`src/rtl/euler_solver_if.sv`:
```
// Bundles the euler_solver handshake and RAM port signals.
//   master : the solver side (drives addresses, write port, status)
//   slave  : step controller plus RAM side (drives Enable and read data)
// Signals:
//   Euler_Enable            start request, level
//   Euler_End               completion, level, four-phase with Euler_Enable
//   RAM_Address_RD_A/B      read addresses; data returns one cycle later
//   RAM_Data_RD_A/B         read data
//   RAM_Address_WR          write address
//   RAM_Data_WR             write data
//   Euler_Memory_WR_Enable  one-cycle write strobe
//   Euler_Overflow          sticky saturation flag for the current run
interface euler_solver_if #(
  parameter int ADDRESS_WIDTH = 13,
  parameter int DATA_WIDTH    = 64
);
  logic                     Euler_Enable;
  logic                     Euler_End;
  logic [ADDRESS_WIDTH-1:0] RAM_Address_RD_A;
  logic [ADDRESS_WIDTH-1:0] RAM_Address_RD_B;
  logic [DATA_WIDTH-1:0]    RAM_Data_RD_A;
  logic [DATA_WIDTH-1:0]    RAM_Data_RD_B;
  logic [ADDRESS_WIDTH-1:0] RAM_Address_WR;
  logic [DATA_WIDTH-1:0]    RAM_Data_WR;
  logic                     Euler_Memory_WR_Enable;
  logic                     Euler_Overflow;

  modport master (
    input  Euler_Enable, RAM_Data_RD_A, RAM_Data_RD_B,
    output Euler_End, RAM_Address_RD_A, RAM_Address_RD_B,
           RAM_Address_WR, RAM_Data_WR, Euler_Memory_WR_Enable, Euler_Overflow
  );

  modport slave (
    output Euler_Enable, RAM_Data_RD_A, RAM_Data_RD_B,
    input  Euler_End, RAM_Address_RD_A, RAM_Address_RD_B,
           RAM_Address_WR, RAM_Data_WR, Euler_Memory_WR_Enable, Euler_Overflow
  );
endinterface

```
`src/rtl/euler_solver.sv`:
```
// One explicit Euler step: x_proc[i] = x_init[i] + h * sum_j A[i][j]*x_init[j],
// in 16-bit signed Q-format (FRAC_BITS fractional bits) with saturation.
// Ports:
//   CLK  clock, rising edge
//   RST  synchronous, active-high reset
//   bus  euler_solver_if.master (handshake, two read ports, one write port,
//        sticky overflow flag)
module euler_solver #(
  parameter int ADDRESS_WIDTH = 13,
  parameter int DATA_WIDTH    = 64,
  parameter int FRAC_BITS     = 10,
  parameter int N_ADD         = 0,
  parameter int H_ADD         = 4,
  parameter int X_PROCESS_ADD = 6,
  parameter int X_INIT_ADD    = 56,
  parameter int A_ADD         = 156
) (
  input logic            CLK,
  input logic            RST,
  euler_solver_if.master bus
);

  localparam logic [5:0]  N_MAX   = 6'd50;
  localparam logic [31:0] N_BASE  = N_ADD;
  localparam logic [31:0] H_BASE  = H_ADD;
  localparam logic [31:0] XP_BASE = X_PROCESS_ADD;
  localparam logic [31:0] XI_BASE = X_INIT_ADD;
  localparam logic [31:0] A_BASE  = A_ADD;

  typedef enum logic [2:0] {
    IDLE, RD_PARAM, CAP_PARAM, MAC, DRAIN, WRITE, DONE
  } state_t;

  state_t state, next_state;

  logic [5:0]         n_cnt, i_cnt, j_cnt;
  logic signed [15:0] h_val;
  logic signed [31:0] acc;
  logic               ovf;

  logic signed [31:0] op_a, op_b, prod_full, prod;
  logic signed [15:0] acc_s, h_s, res;
  logic signed [31:0] h_full, h_prod, sum;
  logic               wr_ovf;
  logic [12:0]        n_raw;
  logic [5:0]         n_clamp;
  logic               last_j, last_i;
  logic [31:0]        a_addr, xj_addr, xi_addr, wr_addr;

  function automatic logic sat_hit(input logic signed [31:0] v);
    return (v > 32'sd32767) || (v < -32'sd32768);
  endfunction

  function automatic logic signed [15:0] sat16(input logic signed [31:0] v);
    if (v > 32'sd32767)  return 16'sh7FFF;
    if (v < -32'sd32768) return 16'sh8000;
    return v[15:0];
  endfunction

  // Arithmetic: operands are the signed low 16 bits of each RAM word.
  always_comb begin
    op_a      = $signed({{16{bus.RAM_Data_RD_A[15]}}, bus.RAM_Data_RD_A[15:0]});
    op_b      = $signed({{16{bus.RAM_Data_RD_B[15]}}, bus.RAM_Data_RD_B[15:0]});
    prod_full = op_a * op_b;
    prod      = prod_full >>> FRAC_BITS;
    acc_s     = sat16(acc);
    h_full    = $signed({{16{h_val[15]}}, h_val}) * $signed({{16{acc_s[15]}}, acc_s});
    h_prod    = h_full >>> FRAC_BITS;
    h_s       = sat16(h_prod);
    // In WRITE, read port A carries x_init[i] requested during DRAIN.
    sum       = op_a + $signed({{16{h_s[15]}}, h_s});
    res       = sat16(sum);
    wr_ovf    = sat_hit(acc) | sat_hit(h_prod) | sat_hit(sum);
    n_raw     = bus.RAM_Data_RD_A[12:0];
    n_clamp   = (n_raw > 13'd50) ? N_MAX : n_raw[5:0];
    last_j    = (j_cnt == n_cnt - 6'd1);
    last_i    = (i_cnt == n_cnt - 6'd1);
    a_addr    = A_BASE + 32'(i_cnt) * 32'(n_cnt) + 32'(j_cnt);
    xj_addr   = XI_BASE + 32'(j_cnt);
    xi_addr   = XI_BASE + 32'(i_cnt);
    wr_addr   = XP_BASE + 32'(i_cnt);
  end

  // State register
  always_ff @(posedge CLK) begin
    if (RST) state <= IDLE;
    else     state <= next_state;
  end

  // Next-state logic
  always_comb begin
    next_state = state;
    unique case (state)
      IDLE:      if (bus.Euler_Enable) next_state = RD_PARAM;
      RD_PARAM:  next_state = CAP_PARAM;
      CAP_PARAM: next_state = (n_clamp == 6'd0) ? DONE : MAC;
      MAC:       if (last_j) next_state = DRAIN;
      DRAIN:     next_state = WRITE;
      WRITE:     next_state = last_i ? DONE : MAC;
      DONE:      if (!bus.Euler_Enable) next_state = IDLE;
      default:   next_state = IDLE;
    endcase
  end

  // Datapath registers
  always_ff @(posedge CLK) begin
    if (RST) begin
      n_cnt <= '0;
      i_cnt <= '0;
      j_cnt <= '0;
      h_val <= '0;
      acc   <= '0;
      ovf   <= 1'b0;
    end else begin
      unique case (state)
        IDLE: if (bus.Euler_Enable) ovf <= 1'b0;
        CAP_PARAM: begin
          n_cnt <= n_clamp;
          h_val <= op_b[15:0];
          i_cnt <= '0;
          j_cnt <= '0;
          acc   <= '0;
        end
        MAC: begin
          // Read data lags the address by one cycle: at j=0 nothing valid yet.
          if (j_cnt != 6'd0) acc <= acc + prod;
          j_cnt <= j_cnt + 6'd1;
        end
        DRAIN: acc <= acc + prod;
        WRITE: begin
          acc   <= '0;
          ovf   <= ovf | wr_ovf;
          j_cnt <= '0;
          if (!last_i) i_cnt <= i_cnt + 6'd1;
        end
        default: ;
      endcase
    end
  end

  // Outputs (Moore, zero outside the states that drive them)
  always_comb begin
    bus.Euler_End              = 1'b0;
    bus.RAM_Address_RD_A       = '0;
    bus.RAM_Address_RD_B       = '0;
    bus.RAM_Address_WR         = '0;
    bus.RAM_Data_WR            = '0;
    bus.Euler_Memory_WR_Enable = 1'b0;
    bus.Euler_Overflow         = ovf;
    unique case (state)
      RD_PARAM: begin
        bus.RAM_Address_RD_A = ADDRESS_WIDTH'(N_BASE);
        bus.RAM_Address_RD_B = ADDRESS_WIDTH'(H_BASE);
      end
      MAC: begin
        bus.RAM_Address_RD_A = ADDRESS_WIDTH'(a_addr);
        bus.RAM_Address_RD_B = ADDRESS_WIDTH'(xj_addr);
      end
      DRAIN: bus.RAM_Address_RD_A = ADDRESS_WIDTH'(xi_addr);
      WRITE: begin
        bus.RAM_Address_WR = ADDRESS_WIDTH'(wr_addr);
        bus.RAM_Data_WR    = {{(DATA_WIDTH-16){res[15]}}, res};
        // A reset arriving during WRITE must not let the RAM commit the word.
        bus.Euler_Memory_WR_Enable = !RST;
      end
      DONE: bus.Euler_End = bus.Euler_Enable;
      default: ;
    endcase
  end

endmodule
```
`src/flat_wrapper.sv`:
```
// flat-port wrapper written by rule: the top's interface ports become plain ports
module euler_solver_flat 
#(
  parameter int ADDRESS_WIDTH = 13,
  parameter int DATA_WIDTH    = 64,
  parameter int FRAC_BITS     = 10,
  parameter int N_ADD         = 0,
  parameter int H_ADD         = 4,
  parameter int X_PROCESS_ADD = 6,
  parameter int X_INIT_ADD    = 56,
  parameter int A_ADD         = 156
)
  (CLK, RST, bus_Euler_Enable, bus_RAM_Data_RD_A, bus_RAM_Data_RD_B, bus_Euler_End, bus_RAM_Address_RD_A, bus_RAM_Address_RD_B, bus_RAM_Address_WR, bus_RAM_Data_WR, bus_Euler_Memory_WR_Enable, bus_Euler_Overflow);
  euler_solver_if #(.ADDRESS_WIDTH(ADDRESS_WIDTH), .DATA_WIDTH(DATA_WIDTH)) bus_i ();
  input logic CLK;
  input logic RST;
  input wire logic [$bits(bus_i.Euler_Enable)-1:0] bus_Euler_Enable;
  input wire logic [$bits(bus_i.RAM_Data_RD_A)-1:0] bus_RAM_Data_RD_A;
  input wire logic [$bits(bus_i.RAM_Data_RD_B)-1:0] bus_RAM_Data_RD_B;
  output wire logic [$bits(bus_i.Euler_End)-1:0] bus_Euler_End;
  output wire logic [$bits(bus_i.RAM_Address_RD_A)-1:0] bus_RAM_Address_RD_A;
  output wire logic [$bits(bus_i.RAM_Address_RD_B)-1:0] bus_RAM_Address_RD_B;
  output wire logic [$bits(bus_i.RAM_Address_WR)-1:0] bus_RAM_Address_WR;
  output wire logic [$bits(bus_i.RAM_Data_WR)-1:0] bus_RAM_Data_WR;
  output wire logic [$bits(bus_i.Euler_Memory_WR_Enable)-1:0] bus_Euler_Memory_WR_Enable;
  output wire logic [$bits(bus_i.Euler_Overflow)-1:0] bus_Euler_Overflow;
  assign bus_i.Euler_Enable = bus_Euler_Enable;
  assign bus_i.RAM_Data_RD_A = bus_RAM_Data_RD_A;
  assign bus_i.RAM_Data_RD_B = bus_RAM_Data_RD_B;
  assign bus_Euler_End = bus_i.Euler_End;
  assign bus_RAM_Address_RD_A = bus_i.RAM_Address_RD_A;
  assign bus_RAM_Address_RD_B = bus_i.RAM_Address_RD_B;
  assign bus_RAM_Address_WR = bus_i.RAM_Address_WR;
  assign bus_RAM_Data_WR = bus_i.RAM_Data_WR;
  assign bus_Euler_Memory_WR_Enable = bus_i.Euler_Memory_WR_Enable;
  assign bus_Euler_Overflow = bus_i.Euler_Overflow;
  euler_solver #(.ADDRESS_WIDTH(ADDRESS_WIDTH), .DATA_WIDTH(DATA_WIDTH), .FRAC_BITS(FRAC_BITS), .N_ADD(N_ADD), .H_ADD(H_ADD), .X_PROCESS_ADD(X_PROCESS_ADD), .X_INIT_ADD(X_INIT_ADD), .A_ADD(A_ADD)) u_core (.CLK(CLK), .RST(RST), .bus(bus_i));
endmodule
```
`config.mk`:
```
export PLATFORM = sky130hd
export DESIGN_NAME = euler_solver_flat
export DESIGN_NICKNAME = d
export VERILOG_FILES = /design/src/rtl/euler_solver_if.sv /design/src/rtl/euler_solver.sv /design/src/flat_wrapper.sv
export SDC_FILE = /design/constraint.sdc
export NUM_CORES = 2
export LEC_CHECK = 0
export CAP_MARGIN = 20
export CORE_MARGIN = 2
export CORE_UTILIZATION = 60
export CTS_CLUSTER_DIAMETER = 120
export CTS_CLUSTER_SIZE = 16
export DETAILED_ROUTE_END_ITERATION = 10
export GPL_TIMING_DRIVEN = 0
export PLACE_DENSITY = 0.91
export SYNTH_ARGS = -nofsm -noshare
export SYNTH_HDL_FRONTEND = slang
export SYNTH_SLANG_ARGS = --single-unit
```
`constraint.sdc`:
```
create_clock -name CLK -period 19.3 [get_ports CLK]
set_input_delay 3.86 -clock CLK [delete_from_list [all_inputs] [get_ports CLK]]
set_output_delay 3.86 -clock CLK [all_outputs]
set_load 0.05 [all_outputs]
```
==> flow_summary.yaml <==
detailed_routing:
  vias: 22120
  wl_per_cell_um: 19.09
  wirelength_mm: 72.39
  ant_nets: 0
  via_per_inst: 5.832
  drt_iter0_drc: 2258
  drtPass1Iterations: 8
  drc_errors: 0
synth:
  yosysMostFrequentCell: "inv_1"
  synthTopCellsByArea: "fa_1, ha_1, inv_1"
  yosysUniqueCellTypes: 78
  synth_top_flop_cell: "dfxtp_1"
  ys_seq_elements: 70
  synth_top_area_share_pct: 41.21
  avgSynthCellArea_um2: 8.722
  yosysTopAreaCell: "fa_1"
  netlist_area_mm2: 0.02662
  synth_edf_count: 0
  async_flop_share_pct: 0
  ys_seq_area_share_pct: 5.264
  synth_warnings: 0
  ys_top_cells_by_count: "inv_1, fa_1, nand2_1"
  syn_inst: 3052
place:
  portBuffers: 119
  hpwlAfterDp_mm: 59.67
  gp_congestion: 0.9611
run_status:
  outcome: "complete, no violations"
sta:
  drv_slew: 0
  hold_viol: 0
  slew_headroom_pct: 29.75
  tightest_slew_ps: 1045
  fin_tns_setup_ps: 0
  fin_skew_ps: 7.833
  setup_viol: 0
  fin_crit_ps: 18360
  rsz0062_at_grt: "false"
  period_share_pct: 95.14
  timing.fmax_mhz: 54.46
cts:
  cts_tree: "built"
  cts_inserted_buffers: 9
  clk_latency_ps: 350
  cts_setup_buffers: 0
  clockBufferDepth: 2
  cts.clk_slew.worst_paths_ps: 60
  cts.sinks: 70
  h-tree-depth: 3
  root_buffer: "clkbuf_16"
  cts_resized: 0
  postCtsHoldBufs: 0
job:
  cap_violations: 0
worst_setup_path:
  start_kind: "flip-flop"
  slowest_stage: "o31ai_1"
  critPathRequiredTime_ps: 15440
  cpPeakStageDelay_ps: 890
  path_class: "flip-flop to output pin"
  crit_path_max_fanout: 10
  arrival_ps: 14500
  endpoint_kind: "output pin"
  critPathMostFrequentCell: "fa_1"
finish:
  fillers: 3288
  regArea_mm2: 0.001401
  final_nets: 4122
  drive_above_1_share_pct: 3.188
  multi_input_area_mm2: 0.02203
  synthToLayoutAreaGrowth_pct: 8.709
die:
  die_area_mm2: 0.04607
  coreArea_mm2: 0.04403
  die_h_um: 214.6
  initial_core_util_pct: 60.46
  io_pins: 237
  row_count: 77
  die_w_um: 214.6
global_route:
  grt_pass1_wl_mm: 118.6
  grt_max_degree: 50
  grt_usage_pct: 32.41
  first_global_vias: 23650
  antenna_found_initial: 2
  overflow: 0
min_path:
  hp-class: "flip-flop to flip-flop"
## placed cells by master, fill, tap and decap left out, types with 46 or more instances in the layout
master,instances
nor2_1,127
a21oi_1,94
nand2_1,373
ha_1,249
a21o_1,46
fa_1,548
clkbuf_1,119
and2_1,217
inv_1,617
xnor2_1,84
buf_4,61
o21ai_0,55
dfxtp_1,70
clkdlybuf4s50_1,119
## worst max-delay path, delay by kind of cell (launching register included)
kind | cells | cell delay (ps)
DFF | 1 | 440
buffers and inverters | 11 | 2680
adders and majority gates | 9 | 3810
AOI/OAI and AO/OA | 15 | 5270
xor gates and xnor gates | 1 | 160
and+or+nand+nor | 8 | 1790
## cells by family after synthesis
family | after synthesis | share of synthesized area [%]
buffers and inverters | 800 | 12.16
and+or+nand+nor | 897 | 16.44
adders and majority gates | 797 | 52.91
DFF | 70 | 5.264
other | 1 | 0.01409
xor gates and xnor gates | 128 | 4.240
muxes | 4 | 0.1551
AOI/OAI and AO/OA | 355 | 8.808
## worst paths after layout
path	start	to	slack (ps)	depth (start not counted)
max	u_core.acc[28]$_SDFFE_PP0P_	bus_RAM_Data_WR[14]	940	44
min	u_core.acc[20]$_SDFFE_PP0P_	u_core.acc[20]$_SDFFE_PP0P_	530	2
max reg2reg	u_core.acc[28]$_SDFFE_PP0P_	u_core.bus.Euler_Overflow$_SDFFE_PP0P_	6450	42
min reg2reg	u_core.acc[20]$_SDFFE_PP0P_	u_core.acc[20]$_SDFFE_PP0P_	530	2
## per-layer routing
layer  vias up  global-route usage [%]  part of all wire, %
met5         -                       0                0.011
met2      1395                   53.50                   47
li1       9578                       -                    -
met3       324                   7.149                   11
met1     10820                   40.66                   36
met4         2                   15.44                  5.6
## stage by stage
stage | util [%] | hold slack (ps) | cells | worst slack (ps) | instance area [µm²]
after floorplan | - | 472.7 | 3063 | 3182 | 26660
after global placement | 64.94 | 497.6 | 3774 | 868.7 | 28590
after detailed placement | 64.96 | 514.2 | 3774 | 1858 | 28600
after CTS | 65.70 | 518.3 | 3790 | 1388 | 28930
after global routing | 65.72 | 553.3 | 3791 | 384.6 | 28930
final | 65.73 | 531.3 | 3793 | 937.3 | 28940
## cell type report
cell class	count	area share, %
diodes	2	0.01729
plain buffers	182	3.174
clock buffers	11	0.8388
clock inverters	5	0.2854
inverters	618	8.016
multi-input cells	2193	76.13
flip-flops and latches	70	4.842
well taps	592	2.560
repair buffers	120	4.142
## state kept, by name, indices dropped and copies added, names as in the netlist
register / count
u_core.acc: 32
u_core.bus.Euler_Overflow: 1
u_core.h_val: 16
u_core.i_cnt: 6
u_core.j_cnt: 6
u_core.n_cnt: 6
u_core.state: 3
Power is left out: the tool's default activity adds up to more than one toggle a clock period on the data nets, which glitch-free logic cannot reach.
